File: src/rtl/dct_npt.sv
// N-point (4 or 8) integer DCT using the H.265 core matrix: one MAC per cycle, rounded,
// shifted and saturated outputs. Define DCT_INV_EN to add the inv_mode port and the transposed (inverse) transform.
module dct_npt #(
  parameter int N     = 4,
  parameter int IN_W  = 8,
  parameter int OUT_W = 10,
  parameter int SHIFT = 7
) (
  input  logic             clk,
  input  logic             rst,
  input  logic             in_valid,
  output logic             in_ready,
  input  logic [IN_W-1:0]  in_data,
`ifdef DCT_INV_EN
  input  logic             inv_mode,
`endif
  output logic             out_valid,
  output logic [OUT_W-1:0] out_data,
  output logic [1:0]       state_dbg
);

  if (!(N == 4 || N == 8)) begin : g_bad_n
    $error("dct_npt: N must be 4 or 8");
  end
  if (SHIFT < 0 || SHIFT > 16) begin : g_bad_shift
    $error("dct_npt: SHIFT must be in 0..16");
  end

  localparam int LOGN = (N == 8) ? 3 : 2;
  localparam int AW   = IN_W + 2 + 7 + LOGN;
  localparam int RW   = ((AW > 17) ? AW : 17) + 2;
  localparam logic [LOGN-1:0] ONE  = LOGN'(1);
  localparam logic [LOGN-1:0] LAST = LOGN'(N - 1);
  localparam longint SAT_MAX = (64'sd1 <<< (OUT_W - 1)) - 64'sd1;
  localparam longint SAT_MIN = -(64'sd1 <<< (OUT_W - 1));
  localparam logic signed [RW-1:0] RND =
    RW'((SHIFT == 0) ? 64'sd0 : (64'sd1 <<< ((SHIFT > 0) ? SHIFT - 1 : 0)));

  // N=4 uses the even rows (first four columns) of the 8-point matrix.
  localparam logic signed [7:0] C8 [8][8] = '{
    '{8'sd64,  8'sd64,  8'sd64,  8'sd64,  8'sd64,  8'sd64,  8'sd64,  8'sd64},
    '{8'sd89,  8'sd75,  8'sd50,  8'sd18, -8'sd18, -8'sd50, -8'sd75, -8'sd89},
    '{8'sd83,  8'sd36, -8'sd36, -8'sd83, -8'sd83, -8'sd36,  8'sd36,  8'sd83},
    '{8'sd75, -8'sd18, -8'sd89, -8'sd50,  8'sd50,  8'sd89,  8'sd18, -8'sd75},
    '{8'sd64, -8'sd64, -8'sd64,  8'sd64,  8'sd64, -8'sd64, -8'sd64,  8'sd64},
    '{8'sd50, -8'sd89,  8'sd18,  8'sd75, -8'sd75, -8'sd18,  8'sd89, -8'sd50},
    '{8'sd36, -8'sd83,  8'sd83, -8'sd36, -8'sd36,  8'sd83, -8'sd83,  8'sd36},
    '{8'sd18, -8'sd50,  8'sd75, -8'sd89,  8'sd89, -8'sd75,  8'sd50, -8'sd18}
  };

  typedef enum logic [1:0] {S_LOAD = 2'd0, S_CALC = 2'd1, S_OUT = 2'd2} state_t;

  state_t                  state;
  logic [LOGN-1:0]         s_cnt, k_cnt, n_cnt;
  logic signed [IN_W:0]    x  [N];
  logic signed [OUT_W-1:0] yv [N];
  logic signed [AW-1:0]    acc;
`ifdef DCT_INV_EN
  logic                    inv_r;
`endif

  logic signed [IN_W:0]    x_in;
  logic [LOGN-1:0]         row, col;
  logic [2:0]              row8;
  logic signed [7:0]       coef;
  logic signed [AW-1:0]    prod, sum_now;
  logic signed [RW-1:0]    rounded, shifted;
  logic signed [OUT_W-1:0] y_new;

  assign state_dbg = state;

  // Forward samples are unsigned; inverse samples are signed coefficients.
  always_comb begin
    x_in = {1'b0, in_data};
`ifdef DCT_INV_EN
    if ((s_cnt == '0) ? inv_mode : inv_r) x_in = {in_data[IN_W-1], in_data};
`endif
  end

  always_comb begin
    row = k_cnt;
    col = n_cnt;
`ifdef DCT_INV_EN
    if (inv_r) begin
      row = n_cnt;
      col = k_cnt;
    end
`endif
    row8    = (N == 8) ? 3'(row) : (3'(row) << 1);
    coef    = C8[row8][3'(col)];
    prod    = AW'(coef) * AW'(x[n_cnt]);
    sum_now = ((n_cnt == '0) ? '0 : acc) + prod;
    rounded = RW'(sum_now) + RND;
    shifted = rounded >>> SHIFT;
    if (longint'(shifted) > SAT_MAX)      y_new = OUT_W'(SAT_MAX);
    else if (longint'(shifted) < SAT_MIN) y_new = OUT_W'(SAT_MIN);
    else                                  y_new = OUT_W'(shifted);
  end

  always_ff @(posedge clk or posedge rst) begin
    if (rst) begin
      state     <= S_LOAD;
      s_cnt     <= '0;
      k_cnt     <= '0;
      n_cnt     <= '0;
      acc       <= '0;
      in_ready  <= 1'b1;
      out_valid <= 1'b0;
      out_data  <= '0;
      for (int i = 0; i < N; i++) begin
        x[i]  <= '0;
        yv[i] <= '0;
      end
`ifdef DCT_INV_EN
      inv_r     <= 1'b0;
`endif
    end else begin
      case (state)
        S_LOAD: begin
          if (in_valid) begin
            x[s_cnt] <= x_in;
`ifdef DCT_INV_EN
            if (s_cnt == '0) inv_r <= inv_mode;
`endif
            if (s_cnt == LAST) begin
              s_cnt    <= '0;
              k_cnt    <= '0;
              n_cnt    <= '0;
              in_ready <= 1'b0;
              state    <= S_CALC;
            end else begin
              s_cnt <= s_cnt + ONE;
            end
          end else begin
            // A gap inside a block throws the partial block away.
            s_cnt <= '0;
          end
        end
        S_CALC: begin
          acc   <= sum_now;
          n_cnt <= n_cnt + ONE;
          if (n_cnt == LAST) begin
            yv[k_cnt] <= y_new;
            k_cnt     <= k_cnt + ONE;
            if (k_cnt == LAST) begin
              state     <= S_OUT;
              out_valid <= 1'b1;
              out_data  <= yv[0];
              k_cnt     <= ONE;
            end
          end
        end
        S_OUT: begin
          // k_cnt wraps to zero once y[N-1] has been presented.
          if (k_cnt == '0) begin
            out_valid <= 1'b0;
            out_data  <= '0;
            in_ready  <= 1'b1;
            state     <= S_LOAD;
          end else begin
            out_data <= yv[k_cnt];
            k_cnt    <= k_cnt + ONE;
          end
        end
        default: state <= S_LOAD;
      endcase
    end
  end

endmodule

File: config.mk
export PLATFORM = sky130hd
export DESIGN_NAME = dct_npt
export DESIGN_NICKNAME = d
export VERILOG_FILES = /design/src/rtl/dct_npt.sv
export SDC_FILE = /design/constraint.sdc
export NUM_CORES = 1
export LEC_CHECK = 0
export BUFFER_PORTS_ARGS = -buffer_cell sky130_fd_sc_hd__buf_2
export CORE_ASPECT_RATIO = 1.4
export CORE_MARGIN = 8
export CORE_UTILIZATION = 59
export DETAILED_ROUTE_END_ITERATION = 10
export GPL_ROUTABILITY_DRIVEN = 1
export HOLD_SLACK_MARGIN = 0.03
export PLACE_DENSITY_LB_ADDON = 0.12
export SETUP_SLACK_MARGIN = 0.3
export SLEW_MARGIN = 5
export SYNTH_ARGS = -nofsm -noshare
export SYNTH_HDL_FRONTEND = slang
export SYNTH_SLANG_ARGS = --single-unit
File: constraint.sdc
create_clock -name clk -period 9.4 [get_ports clk]
set_clock_uncertainty 0.15 [all_clocks]
set_input_delay 1.41 -clock clk [delete_from_list [all_inputs] [get_ports clk]]
set_output_delay 1.41 -clock clk [all_outputs]
set_load 0.02 [all_outputs]
=== Word-level counts from Yosys, hierarchy flattened ===
Memories as Yosys holds them, arrays and structs flattened.
Index checks and enable logic that the tools add are counted.

* Equal/unequal tests: 11
* Reduce and logical (&&, ||, !) cells: 17
* Add/subtract/negate cells: 5
* Muxes and demuxes: 47
* $mul: 1
* Bitwise operators: 5
* $lt $le $gt $ge: 9

{| class="wikitable"
|+ Operators by type and width
! operator !! number
|-
| 2-to-1 mux 64 bit || 2
|-
| 2-to-1 mux 10 bit || 8
|-
| bitwise mux 40 bit || 1
|-
| bitwise mux 36 bit || 1
|-
| 2-to-1 mux 9 bit || 3
|-
| binary-select mux 8 bit (select 3 bit) || 1
|-
| 2-to-1 mux 2 bit || 12
|-
| adder 19 x 8 -> 20 bit, second input constant || 1
|-
| binary-select mux 10 bit (select 2 bit) || 1
|-
| demux 10 bit (select 2 bit) || 1
|-
| case mux 10 bit (2 select lines) || 1
|-
| adder 19 bit || 1
|-
| 2-to-1 mux 19 bit || 1
|-
| binary-select mux 9 bit (select 2 bit) || 1
|-
| demux 9 bit (select 2 bit) || 1
|-
| multiplier 8 x 9 -> 17 bit || 1
|-
| 2-to-1 mux 8 bit || 2
|-
| > comparator 13 x 10 -> 1 bit, second input constant || 1
|-
| < comparator 13 x 10 -> 1 bit, second input constant || 1
|-
| != test 2 bit, second input constant || 6
|-
| case mux 2 bit (3 select lines) || 2
|-
| AND reduction 5 bit || 2
|-
| >= comparator 3 bit, second input constant || 3
|-
| NOT 2 -> 3 bit || 3
|-
| other kinds (17) || 38
|}

* ROM bits: 512
* Input port bits: 11
* Memories: 1
* Output and inout port bits: 14
* Bits in registers: 115
* Word-level logic and storage cells: 112

{| class="wikitable"
|+ Memory list
! name !! words !! width !! rd ports !! clocked after memory_dff !! write ports !! line !! text
|-
| (name not given) || 8 || 64 || 1 || 0 || 0 || 90 || <nowiki>coef = C8[row8][3'(col)];</nowiki>
|}

=== Longest topological paths before layout ===
Gate-level depths: netlist of the first run.

* Depth after elaboration: 14
* Mapped depth: 37
* Gate-level depth less buffers: 34

=== Worst setup path before layout of the first run ===
Ideal clock, no wire load.

* Kind: reg-to-reg
* Start: register k_cnt[0]
* End: register yv[15] in the netlist's numbering
* Cell stages (with the launch flop): 36
* Required time: 9153 ps
* Buffers on the path: 3
* Clock period less this slack: 8605 ps
* Arrival time: 8358 ps
* Path slack: 795 ps
* Library setup time: 97 ps
* Cell sequence: dfrtp_1 buf_1 inv_1 ha_1 nand2_1 a21oi_1 a31oi_1 or2_2 fa_1 fa_1 inv_1 fa_1 inv_1 fa_1 inv_1 ha_1 inv_1 o21bai_1 a21oi_1 o21bai_1 a21oi_1 o21ai_0 nor2_1 xnor2_1 ha_1 clkbuf_1 a21oi_1 mux2i_1 o311ai_0 a211oi_1 and2_1 clkbuf_1 nand2_1 o41ai_2 a2bb2oi_1 o31ai_1

* Longest elaborated chain between the ends: 14
* Elaborated cells on any way between the ends: 21
* Classes of those cells: add/sub (2); mul (1); order compare (4); mux (10); bitwise (2); reduce/logical (1); memory (1)

{| class="wikitable"
|+ RTL lines
! item !! line !! text
|-
| from (decl) || 54 || <nowiki>logic [LOGN-1:0] s_cnt, k_cnt, n_cnt;</nowiki>
|-
| from (signal assigned) || 144 || <nowiki>k_cnt <= k_cnt + ONE;</nowiki>
|-
| from (signal assigned) || 162 || <nowiki>k_cnt <= k_cnt + ONE;</nowiki>
|-
| NOT 3 -> 4 bit (implied by the code) || 90 ||
|-
| memory read (8 x 64 bit) || n/a ||
|-
| 2-to-1 mux 64 bit (implied by the code) (2 in a row) || 90 ||
|-
| binary-select mux 8 bit (select 3 bit) || 90 ||
|-
| 2-to-1 mux 8 bit (implied by the code) (2 in a row) || 90 ||
|-
| multiplier 8 x 9 -> 17 bit || 91 || <nowiki>prod = AW'(coef) * AW'(x[n_cnt]);</nowiki>
|-
| adder 19 bit || 92 || <nowiki>sum_now = ((n_cnt == '0) ? '0 : acc) + prod;</nowiki>
|-
| adder 19 x 8 -> 20 bit || 93 || <nowiki>rounded = RW'(sum_now) + RND;</nowiki>
|-
| < comparator 13 x 10 -> 1 bit || 96 || <nowiki>else if (longint'(shifted) < SAT_MIN) y_new = OUT_W'(SAT_MIN);</nowiki>
|-
| 2-to-1 mux 10 bit || 96 ||
|-
| 2-to-1 mux 10 bit || 95 || <nowiki>if (longint'(shifted) > SAT_MAX) y_new = OUT_W'(SAT_MAX);</nowiki>
|-
| bitwise mux 40 bit * || 143 || <nowiki>yv[k_cnt] <= y_new;</nowiki>
|-
| to (signal, indexed assignment) || 143 ||
|-
| to (decl) || 56 || <nowiki>logic signed [OUT_W-1:0] yv [N];</nowiki>
|}

Mark *: on every way between the ends. The rest lies on a longest branch, timed or not. The select of a mux whose other input is x is not followed.
A chain may end at the register's enable or synchronous reset.

=== Final worst setup path of the first run ===
Same ends and word-level chain as after synthesis.

==> results of run 1 <==
==> routing by layer <==
layer / up-vias / track usage / part of all wire
li1: 3186 / - / -
met5: - / 0 / 0
met3: 50 / 0.0316 / 0.034
met1: 3338 / 0.258 / 0.40
met4: 0 / 0.106 / 0.034
met2: 175 / 0.412 / 0.53
==> per-stage QoR <==
step | hold WS [ns] | instances | worst slack (ns) | util
4_1_cts | 0.338 | 1113 | 0.540 | 0.640
3_5_place_dp | 0.322 | 1097 | 0.616 | 0.619
2_1_floorplan | 0.288 | 897 | 0.795 | -
3_3_place_gp | 0.306 | 1097 | 0.767 | 0.619
5_1_grt | 0.353 | 1113 | 0.297 | 0.642
6_report | 0.333 | 1113 | 0.893 | 0.642
==> Yosys cell counts, drive strengths merged (3+ instances only) <==
master   number  area [sq um]
fa           38           761
o21ai        53           269
or2           3          18.8
xnor2        20           175
a21o         13          97.6
mux2i         5          50.1
a211oi       12           100
nor2         57           214
nand2        73           274
nor2b        32           200
o21a          5          37.5
dfrtp       110          2750
o2111ai       4          41.3
a211o         3          26.3
nand2b        8          50.1
ha           78           976
nor3          7          35.0
and2         30           188
and3          8          50.1
inv          79           297
o211ai        4          30.0
nand4         6          37.5
o21bai        3          22.5
nand3        16          80.1
a22oi        12          90.1
a21oi        65           325
mux2         47           529
o41ai         6          60.1
a31oi         4          25.0
clkbuf       21          78.8
xor2         10           103
o31ai        10          80.1
buf           9          35.0
mux4         17           383
==> registers in the layout, summed over array words and instances (netlist names) <==
signal	count
yv	40
x	32
acc	19
out_data	10
col	2
k_cnt	2
s_cnt	2
state_dbg	2
in_ready	1
out_valid	1
==> logic make-up (layout without fill, tap and decap cells) <==
family / after synthesis / after routing / synth area share
AND/OR/NAND/NOR: 248 / 248 / 0.140
AO/OA/AOI/OAI: 213 / 213 / 0.157
adder cells (fa/ha/maj): 116 / 116 / 0.197
flip-flops: 111 / 111 / 0.316
buffers and inverters: 109 / 133 / 0.0466
multiplexers: 69 / 69 / 0.109
XOR/XNOR: 31 / 31 / 0.0341
==> critical path: cells and delay by family (launching register included) <==
| kind | cells | cell delay (ns) |
|---|---|---|
| flops | 1 | 0.44 |
| fa+ha+maj | 7 | 3.07 |
| simple gates | 4 | 0.92 |
| buf+inv | 5 | 0.53 |
| xor+xnor | 1 | 0.08 |
| mux | 2 | 0.32 |
| compound gates | 12 | 2.87 |
==> worst max path at each step <==
stage | from | endpoint | slack (ns) | cells after the start
floorplan | k_cnt[0] | yv[15] | 0.80 | 35
global placement | col[0] | yv[13] | 0.77 | 31
detailed placement | col[0] | yv[25] | 0.62 | 31
CTS | col[0] | yv[25] | 0.54 | 31
global route | k_cnt[0] | yv[10] | 0.30 | 34
finish | k_cnt[0] | yv[15] | 0.89 | 31
==> final cells by class <==
class	count	share of cell area
tap	192	0.0253
clock buffer	9	0.0237
timing repair buffer	38	0.0237
multi-input combinational	677	0.595
clock inverter	7	0.00790
inverter	79	0.0315
sequential	111	0.293
==> repair_timing <==
| item | 4_1_cts | 5_1_grt |
|---|---|---|
| buffers inserted | 0 | 0 |
| setup endpoints to repair | 0 | 38 |
| gates resized for setup | 0 | 7 |
==> flow_metrics.py, run 1 <==
metrics = {
    "global_routing": {
        "grt_antenna_before_repair": 0,
        "grt_pass1_vias": 7294,
        "grt_max_degree": 78,
        "grt_pass1_wl_microns": 35300,
        "grt-ovfl-total": 0,
        "track_usage": 0.228,
    },
    "detailed_routing": {
        "post_drt_wl_per_cell_microns": 18.7,
        "postRouteAntennaNets": 0,
        "drc": 0,
        "viasPerCell": 6.06,
        "initialDrtViolationCount": 448,
        "vias": 6749,
        "drt_wl_total_microns": 20800,
        "dr.pass1.iters": 5,
    },
    "critical_path": {
        "rrSetupSlack_ns": 0.89,
        "max_stage_delay_ns": 0.53,
        "required_ns": 9.50,
        "cp_slowest_cell": "fa_1",
        "reg2reg_from": "k_cnt[0]",
        "r2r_end": "yv[15]",
        "critPathArrivalTime_ns": 8.61,
        "end_kind": "flop",
        "r2r_cells": 31,
        "critPathMaxFanout": 12,
        "criticalPathCategory": "flop to flop",
        "worstSetupStartpointType": "flop",
    },
    "floorplanning": {
        "dieWidth_microns": 119,
        "core_area_sq_mm": 0.0148,
        "rows": 53,
        "num_io_pins": 25,
        "die-area_sq_mm": 0.0191,
        "die_height_microns": 161,
        "initial_core_util": 0.595,
    },
    "logic_synthesis": {
        "yosysSeqAreaShare": 0.316,
        "synth-edff-count": 0,
        "yosys_most_used_dff": "dfrtp_1",
        "syn_area_per_cell_sq_um": 9.82,
        "synth_cell_types": 63,
        "yosys_warnings": 0,
        "netlist_area_sq_mm": 0.00880,
        "ys_async_sr_fraction": 1.00,
        "syn_nets": 1024,
        "ys_seq_elements": 111,
        "synthCells": 897,
    },
    "timing": {
        "fmax_mhz": 118,
        "worstMarginPinSlew_ns": 0.967,
        "min_period_over_period": 0.905,
        "finalHoldViolCount": 0,
        "finalMaxSlewViolations": 0,
        "maxSlewHeadroom": 0.355,
        "rsz0062_at_grt": "false",
        "min_period_ns": 8.51,
        "tns_ns": 0,
        "finalSetupViolCount": 0,
    },
    "cts": {
        "cts.clk_slew.worst_paths_ns": 0.08,
        "ctsHoldBuffers": 0,
        "cts_max_level": 3,
        "clockBufferDepth": 2,
        "cts_made_buffers": 9,
        "cts_root_buffer": "clkbuf_16",
        "cts_tree": "done",
        "insertion_delay_ns": 0.37,
        "clkSinkCount": 111,
    },
    "place": {
        "hpwlAfterDp_microns": 15900,
        "io_buffer_count": 24,
        "gp_congestion": 0.904,
        "place_area_sq_mm": 0.00916,
    },
    "hold_path": {
        "min_from": "yv[18]",
        "min_path_cells": 2,
        "min_to": "yv[18]",
        "hp-class": "flop to flop",
    },
    "final_layout": {
        "fillers": 1212,
        "diodes": 0,
        "layout_commonest_cell": "dfrtp_1",
        "final_nets": 1043,
        "multi_input_area_sq_mm": 0.00566,
        "area_growth_pct": 7.90,
        "final_layout_size_suffix_gt1_frac": 0.151,
        "register_area_sq_mm": 0.00278,
        "design_area_sq_mm": 0.00950,
        "final_cell_mix": "dfrtp_1 (109), inv_1 (78), ha_1 (77)",
    },
    "run_status": {
        "status": "complete, no violations",
    },
    "run": {
        "max-cap-violations": 0,
    },
}
Power of run 1 is not shown: default switching activity piles up to over one toggle a cycle in this logic, so the estimate is an artifact.
==> run 2: changes to the inputs <==
--- a/config.mk
+++ b/config.mk
@@ -5,7 +5,7 @@
 export SDC_FILE = /design/constraint.sdc
 export NUM_CORES = 1
 export LEC_CHECK = 0
-export BUFFER_PORTS_ARGS = -buffer_cell sky130_fd_sc_hd__buf_2
+export BUFFER_PORTS_ARGS = -buffer_cell sky130_fd_sc_hd__buf_4
 export CORE_ASPECT_RATIO = 1.4
 export CORE_MARGIN = 8
 export CORE_UTILIZATION = 59
==> constraint.sdc (replaced) <==
create_clock -name clk -period 9.4 [get_ports clk]
set_clock_uncertainty 0.15 [all_clocks]
set_input_delay 1.41 -clock clk [delete_from_list [all_inputs] [get_ports clk]]
set_output_delay 1.41 -clock clk [all_outputs]
set_load 0.005 [all_outputs]
==> flow_metrics.py, run 2 (same netlist as run 1, synthesis figures left out) <==
metrics = {
    "timing": {
        "finalMaxSlewViolations": 0,
        "maxSlewHeadroom": 0.475,
        "min_period_ns": 8.49,
        "fmax_mhz": 118,
        "finalHoldViolCount": 0,
        "worstMarginPinSlew_ns": 0.782,
        "rsz0062_at_grt": "false",
        "finalSetupViolCount": 0,
        "tns_ns": 0,
        "min_period_over_period": 0.904,
    },
    "cts": {
        "cts_tree": "done",
        "cts_max_level": 3,
        "cts_root_buffer": "clkbuf_16",
        "cts_made_buffers": 9,
        "ctsHoldBuffers": 0,
        "clkSinkCount": 111,
        "insertion_delay_ns": 0.36,
        "cts.clk_slew.worst_paths_ns": 0.08,
        "clockBufferDepth": 2,
    },
    "run": {
        "max-cap-violations": 0,
    },
    "detailed_routing": {
        "viasPerCell": 6.02,
        "vias": 6716,
        "post_drt_wl_per_cell_microns": 18.7,
        "drc": 0,
        "postRouteAntennaNets": 0,
        "drt_wl_total_microns": 20800,
        "dr.pass1.iters": 4,
        "initialDrtViolationCount": 439,
    },
    "global_routing": {
        "met3_usage": 0.0379,
        "track_usage": 0.230,
        "grt_antenna_before_repair": 0,
        "grt_busiest_layer": "met2",
        "grt_max_degree": 58,
        "grt_pass1_wl_microns": 35500,
        "grt_pass1_vias": 7213,
        "grt-ovfl-total": 0,
        "use_met2": 0.408,
        "grtUsageMet1": 0.264,
    },
    "critical_path": {
        "required_ns": 9.47,
        "rrSetupSlack_ns": 0.91,
        "worstSetupStartpointType": "flop",
        "cp_slowest_cell": "dfrtp_4",
        "reg2reg_from": "k_cnt[1]",
        "r2r_end": "yv[4]",
        "critPathMaxFanout": 15,
        "criticalPathCategory": "flop to flop",
        "critPathArrivalTime_ns": 8.57,
        "max_stage_delay_ns": 0.56,
        "r2r_cells": 34,
        "end_kind": "flop",
    },
    "final_layout": {
        "final_nets": 1046,
        "largest_reg_flops": 40,
        "final_cell_mix": "dfrtp_1 (108), inv_1 (78), ha_1 (78)",
        "reg.largest.list": "yv x40, x x32, acc x19",
        "fillers": 1190,
        "diodes": 0,
        "area_growth_pct": 9.25,
        "layout_commonest_cell": "dfrtp_1",
        "multi_input_area_sq_mm": 0.00568,
        "register_area_sq_mm": 0.00278,
        "final_layout_size_suffix_gt1_frac": 0.159,
        "max_flop_register": "yv",
    },
    "hold_path": {
        "min_path_cells": 2,
        "min_from": "acc[11]",
        "hp-class": "flop to flop",
        "min_to": "acc[11]",
    },
    "floorplanning": {
        "die_height_microns": 161,
        "num_io_pins": 25,
        "rows": 53,
        "core_area_sq_mm": 0.0148,
        "initial_core_util": 0.595,
        "dieWidth_microns": 119,
        "die-area_sq_mm": 0.0191,
    },
    "run_status": {
        "status": "complete, no violations",
    },
    "place": {
        "io_buffer_count": 24,
        "hpwlAfterDp_microns": 15900,
        "gp_congestion": 0.899,
    },
}
-- run 2: cell count changes in the layout (fill, tap and decap cells not counted), moves of 2 or more --
cell,before,now
buf_4,14,41
o41ai_1,5,3
buf_2,24,0
o41ai_2,0,2
-- run 2: per-layer routing --
layer / up-vias / wire (microns)
met5: - / 0
met4: 0 / 727
met3: 57 / 563
met2: 137 / 11100
met1: 3327 / 8390
li1: 3195 / -
-- run 2: metrics by stage --
step / utilization / setup slack (ns) / hold slack (ns) / std cells / cell area, sq um
5_1_grt: 0.650 / 0.340 / 0.364 / 1116 / 9620
3_3_place_gp: 0.623 / 0.595 / 0.304 / 1096 / 9210
3_5_place_dp: 0.623 / 0.297 / 0.316 / 1096 / 9210
2_1_floorplan: - / 0.795 / 0.288 / 897 / 8800
4_1_cts: 0.644 / 0.404 / 0.336 / 1112 / 9520
6_report: 0.650 / 0.906 / 0.333 / 1116 / 9620
-- run 2: final cells by class --
cell class / instances / area share
clock buffers: 9 / 0.0234
inverters: 79 / 0.0311
well taps: 192 / 0.0250
multi-input cells: 677 / 0.590
clock inverters: 7 / 0.00884
repair buffers: 41 / 0.0320
flip-flops and latches: 111 / 0.289
-- run 2: worst max-delay path: cells and delay by family (launching register included) --
family                     cells  cell delay, ns
adders and majority gates      7            3.13
buffers and inverters          7            0.76
and+or+nand+nor                6            1.15
DFF                            1            0.56
AOI/OAI and AO/OA             13            2.41
xor gates and xnor gates       1            0.16
-- run 2: worst max-delay path by stage --
| stage | start | to | cells after the start |
|---|---|---|---|
| 2_1_floorplan | k_cnt[0] | yv[15] | 35 |
| 3_3_place_gp | k_cnt[1] | yv[25] | 33 |
| 3_5_place_dp | k_cnt[1] | yv[35] | 33 |
| 4_1_cts | k_cnt[0] | yv[35] | 33 |
| 5_1_grt | k_cnt[1] | yv[27] | 33 |
| 6_report | k_cnt[1] | yv[4] | 34 |
-- run 2: what timing repair did --
action	in CTS	in global routing
buffers inserted	0	4
pin swaps	0	3
gates resized for setup	1	13
endpoints found under the setup margin	24	40
Power of run 2 is left out for the same reason.
==> run 3: changes to the inputs <==
--- a/config.mk
+++ b/config.mk
@@ -6,7 +6,7 @@
 export NUM_CORES = 1
 export LEC_CHECK = 0
 export BUFFER_PORTS_ARGS = -buffer_cell sky130_fd_sc_hd__buf_4
-export CORE_ASPECT_RATIO = 1.4
+export CORE_ASPECT_RATIO = 1.2
 export CORE_MARGIN = 8
 export CORE_UTILIZATION = 59
 export DETAILED_ROUTE_END_ITERATION = 10
==> flow_metrics.py, run 3 (same netlist as run 1, synthesis figures left out) <==
metrics = {
    "critical_path": {
        "cp.depth": 32,
        "r2r_cells": 32,
        "cpMostUsedCell": "inv_1",
        "critPathTopFamily": "adder cells",
        "cp_slowest_cell": "dfrtp_4",
        "critPathArrivalTime_ns": 8.61,
        "worst-path-buf-inv": 5,
        "max_stage_delay_ns": 0.56,
        "worstSetupStartpointType": "flop",
        "critPathMaxFanout": 15,
        "criticalPathCategory": "flop to flop",
        "end_kind": "flop",
        "required_ns": 9.51,
    },
    "cts": {
        "postCtsSetupBuffers": 0,
        "ctsHoldBuffers": 0,
        "cts_made_buffers": 9,
        "cts_max_level": 3,
        "clockBufferDepth": 2,
        "clkSinkCount": 111,
        "cts.clk_slew.worst_paths_ns": 0.08,
        "cts_root_buffer": "clkbuf_16",
        "cts_tree": "done",
        "cts_resized": 0,
        "insertion_delay_ns": 0.36,
    },
    "timing": {
        "worstMarginPinSlew_ns": 1.03,
        "hold_slack_ns": 0.335,
        "finalMaxSlewViolations": 0,
        "min_period_over_period": 0.904,
        "tns_ns": 0,
        "maxSlewHeadroom": 0.313,
        "finalSetupViolCount": 0,
        "finalHoldViolCount": 0,
        "fmax_mhz": 118,
        "min_period_ns": 8.50,
        "rsz0062_at_grt": "false",
    },
    "place": {
        "gp_congestion": 0.908,
        "hpwlAfterDp_microns": 15300,
        "io_buffer_count": 24,
    },
    "run_status": {
        "status": "complete, no violations",
    },
    "final_layout": {
        "final_layout_size_suffix_gt1_frac": 0.150,
        "diodes": 0,
        "final_cell_mix": "dfrtp_1 (106), inv_1 (78), ha_1 (78)",
        "layout_commonest_cell": "dfrtp_1",
        "fillers": 1155,
        "reg.largest.list": "yv x40, x x32, acc x19",
        "area_growth_pct": 8.87,
        "largest_reg_flops": 40,
        "max_flop_register": "yv",
        "final_nets": 1037,
    },
    "floorplanning": {
        "rows": 49,
        "die-area_sq_mm": 0.0191,
        "die_height_microns": 150,
        "dieWidth_microns": 128,
        "core_area_sq_mm": 0.0148,
        "num_io_pins": 25,
        "initial_core_util": 0.596,
    },
    "global_routing": {
        "grt_pass1_vias": 6864,
        "track_usage": 0.217,
        "grt_pass1_wl_microns": 33300,
        "grt_antenna_before_repair": 0,
        "grt-ovfl-total": 0,
        "grt_max_degree": 82,
    },
    "hold_path": {
        "hp-class": "flop to flop",
        "min_path_cells": 2,
    },
    "detailed_routing": {
        "postRouteAntennaNets": 0,
        "viasPerCell": 6.05,
        "vias": 6768,
        "drc": 0,
        "initialDrtViolationCount": 444,
        "drt_wl_total_microns": 20000,
        "dr.pass1.iters": 5,
        "post_drt_wl_per_cell_microns": 17.9,
    },
    "run": {
        "max-cap-violations": 0,
    },
}
[run 3: stage by stage]
step                std cells  setup slack, ns   util  cell area (sq um)
global placement         1103            0.721  0.622               9190
finish                   1119            0.899  0.649               9590
global route             1119            0.260  0.649               9590
CTS                      1119            0.416  0.644               9520
detailed placement       1103            0.458  0.622               9190
floorplan                 897            0.795      -               8800
[run 3: worst paths after layout]
kind | startpoint | to | slack [ns]
worst max-delay path | k_cnt[1] | yv[27] | 0.90
worst max register to register | k_cnt[1] | yv[27] | 0.90
worst min register to register | out_data[5] | out_data[5] | 0.34
worst min-delay path | out_data[5] | out_data[5] | 0.34
min in group asynchronous | rst | x[12] | 0.89
max in group asynchronous | rst | k_cnt[1] | 6.72
[run 3: layout make-up]
type	instances	area, sq um	share of cell area
clock buffer	9	225	0.0235
multi-input combinational	677	5670	0.592
tap	204	255	0.0266
inverter	79	299	0.0312
timing repair buffer	32	240	0.0251
sequential	111	2790	0.291
clock inverter	7	108	0.0112
[run 3: tightest hold or removal path: stages (launching register included)]
cell     delay (ns)
dfrtp_1        0.35
nand2_1        0.05
o21ai_0        0.06
[run 3: per-layer routing]
layer / vias up / track usage / routed length, microns
li1: 3180 / - / -
met1: 3366 / 0.263 / 8680
met2: 189 / 0.380 / 10000
met3: 33 / 0.0421 / 865
met4: 0 / 0.0691 / 444
met5: - / 0 / 0
Power of run 3 is left out for the same reason.
